`config.mk`:
```
export PLATFORM = sky130hd
export DESIGN_NAME = mem_rw_initiator
export DESIGN_NICKNAME = d
export VERILOG_FILES = /design/src/rtl/mem_rw_initiator.sv
export SDC_FILE = /design/constraint.sdc
export NUM_CORES = 1
export LEC_CHECK = 0
export CORE_MARGIN = 2
export CORE_UTILIZATION = 50
export CTS_CLUSTER_DIAMETER = 60
export DETAILED_ROUTE_END_ITERATION = 10
export HOLD_SLACK_MARGIN = 0.15
export PLACE_DENSITY_LB_ADDON = 0.12
export RECOVER_POWER = 100
export SLEW_MARGIN = 0
export SYNTH_ARGS = -nofsm -noshare
export SYNTH_HDL_FRONTEND = slang
export SYNTH_SLANG_ARGS = --single-unit
```
`constraint.sdc`:
```
create_clock -name i_clk -period 3.5 [get_ports i_clk]
set_input_delay 0.7 -clock i_clk [delete_from_list [all_inputs] [get_ports i_clk]]
set_output_delay 0.7 -clock i_clk [all_outputs]
set_load 0.01 [all_outputs]
```
`src/rtl/mem_rw_initiator.sv`:
```
`default_nettype none
// ============================================================================
// Module   : mem_rw_initiator
// Brief    : Requester-side master for the byte-oriented memory R/W controller
// Revision : 1.0 - initial release
// ============================================================================
module mem_rw_initiator #(
  parameter int TIMEOUT = 16
) (
  input  logic       i_clk,
  input  logic       i_reset,
  input  logic       i_cmd_valid,
  output logic       o_cmd_ready,
  input  logic       i_cmd_rw,
  input  logic [5:0] i_cmd_addr,
  input  logic [3:0] i_cmd_num_b,
  input  logic [7:0] i_wdat,
  input  logic       i_wdat_valid,
  output logic       o_wdat_ready,
  output logic [7:0] o_rdat,
  output logic       o_rdat_valid,
  output logic       o_cmd_done,
  output logic [2:0] o_cmd_status,
  output logic [2:0] o_err_code_q,
  output logic       o_wr_req,
  input  logic       i_wr_ack,
  output logic [7:0] o_wr_data,
  output logic       o_wr_valid,
  input  logic       i_wr_done,
  output logic       o_rd_req,
  input  logic       i_rd_ack,
  input  logic [7:0] i_rd_data,
  input  logic       i_rd_valid,
  output logic       o_rd_done,
  output logic [5:0] o_addr,
  output logic [3:0] o_num_b,
  input  logic       i_err,
  input  logic [2:0] i_err_code,
  output logic       o_err_ack
);

  localparam logic [7:0] c_TMO_LAST   = 8'(TIMEOUT - 1);
  localparam logic [2:0] c_ST_OK      = 3'd0;
  localparam logic [2:0] c_ST_TIMEOUT = 3'd1;
  localparam logic [2:0] c_ST_CTRLERR = 3'd2;
  localparam logic [2:0] c_ST_BADLEN  = 3'd3;

  typedef enum logic [3:0] {
    S_IDLE    = 4'd0,
    S_WR_REQ  = 4'd1,
    S_WR_DATA = 4'd2,
    S_WR_WAIT = 4'd3,
    S_RD_REQ  = 4'd4,
    S_RD_DATA = 4'd5,
    S_RD_FIN  = 4'd6,
    S_ERR     = 4'd7,
    S_DONE    = 4'd8
  } state_t;

  state_t     r_state;
  logic [3:0] r_remaining;
  logic [7:0] r_timer;
  logic [2:0] r_pend_status;
  logic       r_idle_err_seen;

  logic       w_wait_state;
  logic       w_progress;
  logic       w_wdat_take;
  logic       w_rd_take;
  logic       w_tmo;
  logic       w_err_abort;
  logic [7:0] w_timer_inc;

  assign o_wdat_ready = (r_state == S_WR_DATA) && (r_remaining != 4'd0);
  assign w_wdat_take  = i_wdat_valid && o_wdat_ready;
  assign w_rd_take    = (r_state == S_RD_DATA) && i_rd_valid && (r_remaining != 4'd0);
  assign w_tmo        = (r_timer == c_TMO_LAST);
  assign w_timer_inc  = (r_timer == 8'hFF) ? r_timer : r_timer + 8'd1;
  assign w_err_abort  = i_err && (r_state != S_IDLE) && (r_state != S_DONE) && (r_state != S_ERR);

  always_comb begin
    w_wait_state = 1'b0;
    w_progress   = 1'b0;
    case (r_state)
      S_WR_REQ:  begin w_wait_state = 1'b1; w_progress = i_wr_ack;    end
      S_WR_DATA: begin w_wait_state = 1'b1; w_progress = w_wdat_take; end
      S_WR_WAIT: begin w_wait_state = 1'b1; w_progress = i_wr_done;   end
      S_RD_REQ:  begin w_wait_state = 1'b1; w_progress = i_rd_ack;    end
      S_RD_DATA: begin w_wait_state = 1'b1; w_progress = w_rd_take;   end
      default:   begin w_wait_state = 1'b0; w_progress = 1'b0;        end
    endcase
  end

  always_ff @(posedge i_clk) begin
    if (!i_reset) begin
      r_state         <= S_IDLE;
      r_remaining     <= 4'd0;
      r_timer         <= 8'd0;
      r_pend_status   <= c_ST_OK;
      r_idle_err_seen <= 1'b0;
      o_cmd_ready     <= 1'b1;
      o_rdat          <= 8'd0;
      o_rdat_valid    <= 1'b0;
      o_cmd_done      <= 1'b0;
      o_cmd_status    <= 3'd0;
      o_err_code_q    <= 3'd0;
      o_wr_req        <= 1'b0;
      o_wr_data       <= 8'd0;
      o_wr_valid      <= 1'b0;
      o_rd_req        <= 1'b0;
      o_rd_done       <= 1'b0;
      o_addr          <= 6'd0;
      o_num_b         <= 4'd0;
      o_err_ack       <= 1'b0;
    end else begin
      // Pulse outputs default low; the states below raise them for one cycle.
      o_cmd_done   <= 1'b0;
      o_err_ack    <= 1'b0;
      o_wr_valid   <= 1'b0;
      o_rdat_valid <= 1'b0;
      o_rd_done    <= 1'b0;
      if (!i_err) r_idle_err_seen <= 1'b0;

      if (w_err_abort) begin
        r_state      <= S_ERR;
        o_err_code_q <= i_err_code;
        o_err_ack    <= 1'b1;
        o_wr_req     <= 1'b0;
        o_rd_req     <= 1'b0;
      end else if (w_wait_state && !w_progress && w_tmo) begin
        r_state       <= S_DONE;
        r_pend_status <= c_ST_TIMEOUT;
        o_wr_req      <= 1'b0;
        o_rd_req      <= 1'b0;
      end else begin
        if (w_wait_state) r_timer <= w_progress ? 8'd0 : w_timer_inc;
        case (r_state)
          S_IDLE: begin
            if (i_err && !r_idle_err_seen) begin
              r_idle_err_seen <= 1'b1;
              o_err_code_q    <= i_err_code;
              o_err_ack       <= 1'b1;
            end
            if (i_cmd_valid) begin
              o_cmd_ready <= 1'b0;
              o_addr      <= i_cmd_addr;
              o_num_b     <= i_cmd_num_b;
              r_remaining <= i_cmd_num_b;
              r_timer     <= 8'd0;
              if (i_cmd_num_b == 4'd0) begin
                r_state       <= S_DONE;
                r_pend_status <= c_ST_BADLEN;
              end else if (i_cmd_rw) begin
                r_state  <= S_WR_REQ;
                o_wr_req <= 1'b1;
              end else begin
                r_state  <= S_RD_REQ;
                o_rd_req <= 1'b1;
              end
            end
          end
          S_WR_REQ: if (i_wr_ack) begin
            o_wr_req <= 1'b0;
            r_state  <= S_WR_DATA;
          end
          S_WR_DATA: if (w_wdat_take) begin
            o_wr_data   <= i_wdat;
            o_wr_valid  <= 1'b1;
            r_remaining <= r_remaining - 4'd1;
            if (r_remaining == 4'd1) r_state <= S_WR_WAIT;
          end
          S_WR_WAIT: if (i_wr_done) begin
            r_state       <= S_DONE;
            r_pend_status <= c_ST_OK;
          end
          S_RD_REQ: if (i_rd_ack) begin
            o_rd_req <= 1'b0;
            r_state  <= S_RD_DATA;
          end
          S_RD_DATA: if (w_rd_take) begin
            o_rdat       <= i_rd_data;
            o_rdat_valid <= 1'b1;
            r_remaining  <= r_remaining - 4'd1;
            if (r_remaining == 4'd1) begin
              r_state   <= S_RD_FIN;
              o_rd_done <= 1'b1;
            end
          end
          S_RD_FIN: begin
            r_state       <= S_DONE;
            r_pend_status <= c_ST_OK;
          end
          S_ERR: if (!i_err) begin
            r_state       <= S_DONE;
            r_pend_status <= c_ST_CTRLERR;
          end
          S_DONE: begin
            o_cmd_done   <= 1'b1;
            o_cmd_status <= r_pend_status;
            o_cmd_ready  <= 1'b1;
            r_state      <= S_IDLE;
          end
          default: r_state <= S_IDLE;
        endcase
      end
    end
  end

endmodule
`default_nettype wire

```
Word-level counts from Yosys, hierarchy flattened
Cells that the tools add are included.
{"block": "word_totals", "inputBits": 39, "rom_bits": 0, "n_memories": 0, "latchBits": 0, "wordCells": 171, "out_inout_bits": 41, "regBits": 60, "ram_bits": 0}
{"block": "classes", "reduce_logical": 42, "n_div": 0, "multipliers": 0, "eq_ne": 41, "add_sub_neg": 2, "magnitude_cmp": 0, "n_mux": 60, "n_bitwise": 6, "shifts": 0}
{"cell": "4-bit 2-to-1 mux", "n": 14}
{"cell": "8-bit 2-to-1 mux", "n": 5}
{"cell": "3-bit 2-to-1 mux", "n": 11}
{"cell": "4-bit one-hot mux with 8 select lines", "n": 1}
{"cell": "4-bit inequality test, second input constant", "n": 6}
{"cell": "1-bit 2-to-1 mux", "n": 23}
{"cell": "2-bit inequality test, second input constant", "n": 9}
{"cell": "3-bit inequality test, second input constant", "n": 6}
{"cell": "9-bit AND reduction", "n": 2}
{"cell": "4-bit by 3-bit == test with 1-bit output, second input constant", "n": 4}
{"cell": "4-bit AND reduction", "n": 4}
{"cell": "4-bit by 3-bit inequality test with 1-bit output, second input constant", "n": 3}
{"cell": "3-bit one-hot mux with 4 select lines", "n": 1}
{"cell": "4-bit one-hot mux with 3 select lines", "n": 1}
{"cell": "6-bit AND reduction", "n": 2}
{"cell": "1-bit logical AND", "n": 10}
{"cell": "5-bit AND reduction", "n": 2}
{"cell": "2-bit nonzero test", "n": 5}
{"cell": "5-bit OR reduction", "n": 2}
{"cell": "8-bit by 1-bit adder with 8-bit output, second input constant", "n": 1}
{"cell": "4-bit by 1-bit == test with 1-bit output, second input constant", "n": 2}
{"cell": "4-bit by 2-bit == test with 1-bit output, second input constant", "n": 2}
{"cell": "8-bit by 4-bit == test with 1-bit output, second input constant", "n": 1}
{"cell": "8-bit == test, second input constant", "n": 1}
{"cell": "18 further kinds", "n": 33}

Longest topological paths before layout
{"block": "logic_depth", "depth_word": 9, "ltp_mapped": 9, "ltp_nobuf": 8}

Worst setup path after synthesis
OpenSTA, ideal clock, no wires.
{"block": "synth_path", "path_kind": "in2reg", "from": "in i_cmd_num_b[0]", "to": "reg r_pend_status[1]", "setup_ps": 132, "arrival_time_ps": 1923, "path_buffers": 0, "required_time_ps": 3368, "cell_stages": 6, "slack_ps": 1444, "cell_sequence": "nor4_1 nand3_1 a221oi_1 o21ai_0 nand2_1 a21oi_1"}
{"block": "synth_between", "elab_chain_cells": 3}
{"item": "start: declaration", "line": "16", "rtl": "input logic [3:0] i_cmd_num_b,"}
{"item": "4-bit zero test", "line": "150", "rtl": "if (i_cmd_num_b == 4'd0) begin"}
{"item": "3-bit inequality test (no line)"}
{"item": "6-bit AND reduction (no line)"}
{"item": "end signal: assignment", "line": "152", "rtl": "r_pend_status <= c_ST_BADLEN;"}
{"item": "end signal: assignment", "line": "174", "rtl": "r_pend_status <= c_ST_OK;"}
{"item": "end signal: assignment", "line": "191", "rtl": "r_pend_status <= c_ST_OK;"}
{"item": "end: declaration", "line": "63", "rtl": "logic [2:0] r_pend_status;"}
Every way passes these cells.
A chain may end at the register's enable or synchronous reset.

Worst setup path after layout
{"block": "layout_path", "from": "reg r_remaining[0]", "to": "out o_wdat_ready"}
{"block": "layout_between", "elab_chain_cells": 2}
{"item": "start: declaration", "line": "61", "rtl": "logic [3:0] r_remaining;"}
{"item": "start signal: assignment", "line": "148", "rtl": "r_remaining <= i_cmd_num_b;"}
{"item": "start signal: assignment", "line": "169", "rtl": "r_remaining <= r_remaining - 4'd1;"}
{"item": "start signal: assignment", "line": "183", "rtl": "r_remaining <= r_remaining - 4'd1;"}
{"item": "4-bit nonzero test", "line": "74", "rtl": "assign o_wdat_ready = (r_state == S_WR_DATA) && (r_remaining != 4'd0);"}
{"item": "1-bit logical AND", "line": "74"}
{"item": "end: declaration", "line": "19", "rtl": "output logic o_wdat_ready,"}
Every way passes these cells.

==> out/metrics.yaml <==
synth:
  yosysSeqAreaShare: 0.399
  async_flop_share: 0
  ys_seq_elements: 58
  syn_inst: 345
  syn_area_mm2: 0.00291
  synth_edf_count: 0
  dominantRegCellSynth: "dfxtp_1"
  avgSynthCellArea_um2: 8.44
  yosys.area.top_type: "dfxtp_1"
  synth_area_leaders: "dfxtp_1, nand2_1, a21oi_1"
  yosys_warnings: 0
  synth_fp_nets: 387
  synthDistinctLibCells: 68
  netlist.area_leader.share: 0.399
power:
  sw_frac_of_total: 0.404
  power_frac_clock: 0.211
  seqPwrFrac: 0.357
  intPower_mw: 1.51
  leakage_nw: 1.56
  p_comb_frac: 0.432
  vdd_drop_max_mv: 0.405
  p_per_area_mw_per_mm2: 664
  switching_power_mw: 1.02
timing:
  worst_pin_slew_ns: 1.57
  fin_skew_ns: 0.00675
  slew_headroom: -0.0435
  finalCritPeriodShare: 0.855
  timing.final.ws_setup_ns: 0.507
  tns_ns: 0
  fmax_ghz: 0.334
  slew_violations: 36
  setup_violations: 0
  hold_viol_final: 0
  period_needed_ns: 2.99
  rsz0062_at_grt: "no"
  fin_hold_ws_ns: 0.456
die:
  fp-row-count: 27
  core_area_mm2: 0.00557
  die_height_um: 80.3
  die-area_mm2: 0.00645
  die_w_um: 80.3
  ios: 80
  start_util: 0.522
grt:
  grt_pass1_wl_um: 12200
  grtUsageTotal: 0.243
  grt_pass1_vias: 2656
  antenna_found_initial: 0
  grt_max_degree: 36
  grt_overflow: 0
cells_and_area:
  diodes: 0
  syn_to_final_growth_pct: 31.1
  drive_gt1_frac: 0.0875
  fillerInstances: 467
  nets: 460
outcome:
  violations: "max-capacitance violations, max-slew violations"
  status: "finished, violations left"
detailed_routing:
  route.vias.total: 2842
  wl_per_cell_um: 14.8
  ant_nets: 0
  drtPass1Iterations: 4
  route.detailed.drc: 0
  drt_iter0_markers: 264
  wl_um: 7340
  vias_per_cell: 5.74
clocking:
  clock_sinks: 58
  clk_latency_ns: 0.34
  clkTransAtPathRegs_ns: 0.07
  cts_root_buf: "clkbuf_8"
  hold_buffers: 0
  htree_num_levels: 3
  cts_resized: 0
  cts_made_buffers: 9
  clock_path_buffers: 2
  post_cts_buffers: 0
  cts_tree: "done"
min_path:
  hold_class: "flop to flop"
critical_path:
  start_kind: "flop"
  critPathArrivalTime_ns: 2.29
  worstSetupPathType: "flop to output port"
  crit_path_max_fanout: 5
  cp_data_required_time_ns: 2.80
  end_kind: "output port"
flow_run:
  drv_cap: 1
placed_design:
  gp_congestion: 0.849
  post-place-ws_ns: 0.574
  port_buffers: 78
  hpwlAfterDp_um: 5230
## path summary, 6_finish.rpt
kind                                     start  slack, ns            to  cells past startpoint
worst max-delay path            r_remaining[0]       0.51  o_wdat_ready                      6
worst min-delay path                 o_addr[4]       0.46     o_addr[4]                      2
worst max register to register      r_state[2]       0.71  o_wr_data[7]                      6
worst min register to register       o_addr[4]       0.46     o_addr[4]                      2
## flip-flops by register name (all words and copies together) (netlist names)
register / count
o_addr: 6
o_cmd_done: 1
o_cmd_ready: 1
o_cmd_status: 2
o_err_ack: 1
o_err_code_q: 3
o_num_b: 4
o_rd_done: 1
o_rd_req: 1
o_rdat: 8
o_rdat_valid: 1
o_wr_data: 8
o_wr_req: 1
o_wr_valid: 1
r_idle_err_seen: 1
r_pend_status: 2
r_remaining: 4
r_state: 4
r_timer: 8
## logic make-up after synthesis
group	Yosys count	share of synthesized area
AOI/OAI and AO/OA	79	0.172
xor gates and xnor gates	2	0.00602
adders and majority gates	3	0.0129
buffers and inverters	25	0.0494
DFF	58	0.399
muxes	14	0.0486
other	1	0.00129
and+or+nand+nor	163	0.311
## per-stage QoR
stage,util,std cells,area (um^2),total power [mW]
6_report,0.685,495,3820,2.53
5_1_grt,0.685,495,3820,2.71
3_5_place_dp,0.662,479,3690,2.05
3_3_place_gp,0.662,479,3690,2.03
2_1_floorplan,-,345,2910,1.73
4_1_cts,0.692,495,3860,2.59
## cells in the mapped netlist (all sizes together), types with 4 or more instances
cell type and count:
clkbuf 8, nand2 56, inv 4, and3 5
mux2i 13, o21ai 19, nand2b 4, a31oi 7
nand4 7, nor2 30, nor4 6, nor3 9
a21oi 29, dfxtp 58, nand3 20, nand3b 5
a211oi 6, buf 12
## area by class of cell
class,instances,area [um^2],share of cell area
Multi-Input combinational cell,262,1570,0.411
Inverter,5,18.8,0.00492
Tap cell,72,90.1,0.0236
Sequential cell,58,1160,0.304
Timing Repair Buffer,82,807,0.211
Clock buffer,11,141,0.0370
Clock inverter,5,30.0,0.00787
## layout by cell type (no fill, tap or decap), types with 3 or more instances in the layout
master / count
a211oi_1: 5
a21oi_1: 27
a31oi_1: 7
and3_1: 5
buf_4: 3
clkbuf_8: 10
clkdlybuf4s50_1: 36
clkinv_2: 3
dfxtp_1: 58
dlygate4sd3_1: 42
ha_1: 3
inv_1: 4
mux2i_1: 13
nand2_1: 56
nand2b_1: 3
nand3_1: 20
nand3b_1: 4
nand4_1: 7
nor2_1: 28
nor3_1: 7
nor4_1: 4
o21ai_0: 17
o22ai_1: 3
or3_1: 3
## power by group through the flow
stage,Clock [mW],Sequential (mW),Combinational (mW)
5_1_grt,0.577,0.921,1.21
2_1_floorplan,0,0.858,0.877
3_3_place_gp,0,0.916,1.11
3_5_place_dp,0,0.924,1.13
6_report,0.535,0.906,1.09
4_1_cts,0.546,0.910,1.14
## routing by layer
layer,share of wire,GRT usage,routed length [um]
met2,0.46,0.385,3390
met5,0,0,0
met4,0.017,0.100,127
met1,0.44,0.314,3240
met3,0.079,0.0652,580
## worst max-delay path, cell delays in order, from the launching register on
cell and delay [ns]:
dfxtp_1 0.39, inv_1 0.07, ha_1 0.26, nor3b_1 0.16, buf_4 0.15, and4bb_2 0.32, dlygate4sd3_1 0.61
No activity file was read; power rests on OpenSTA's default activity.
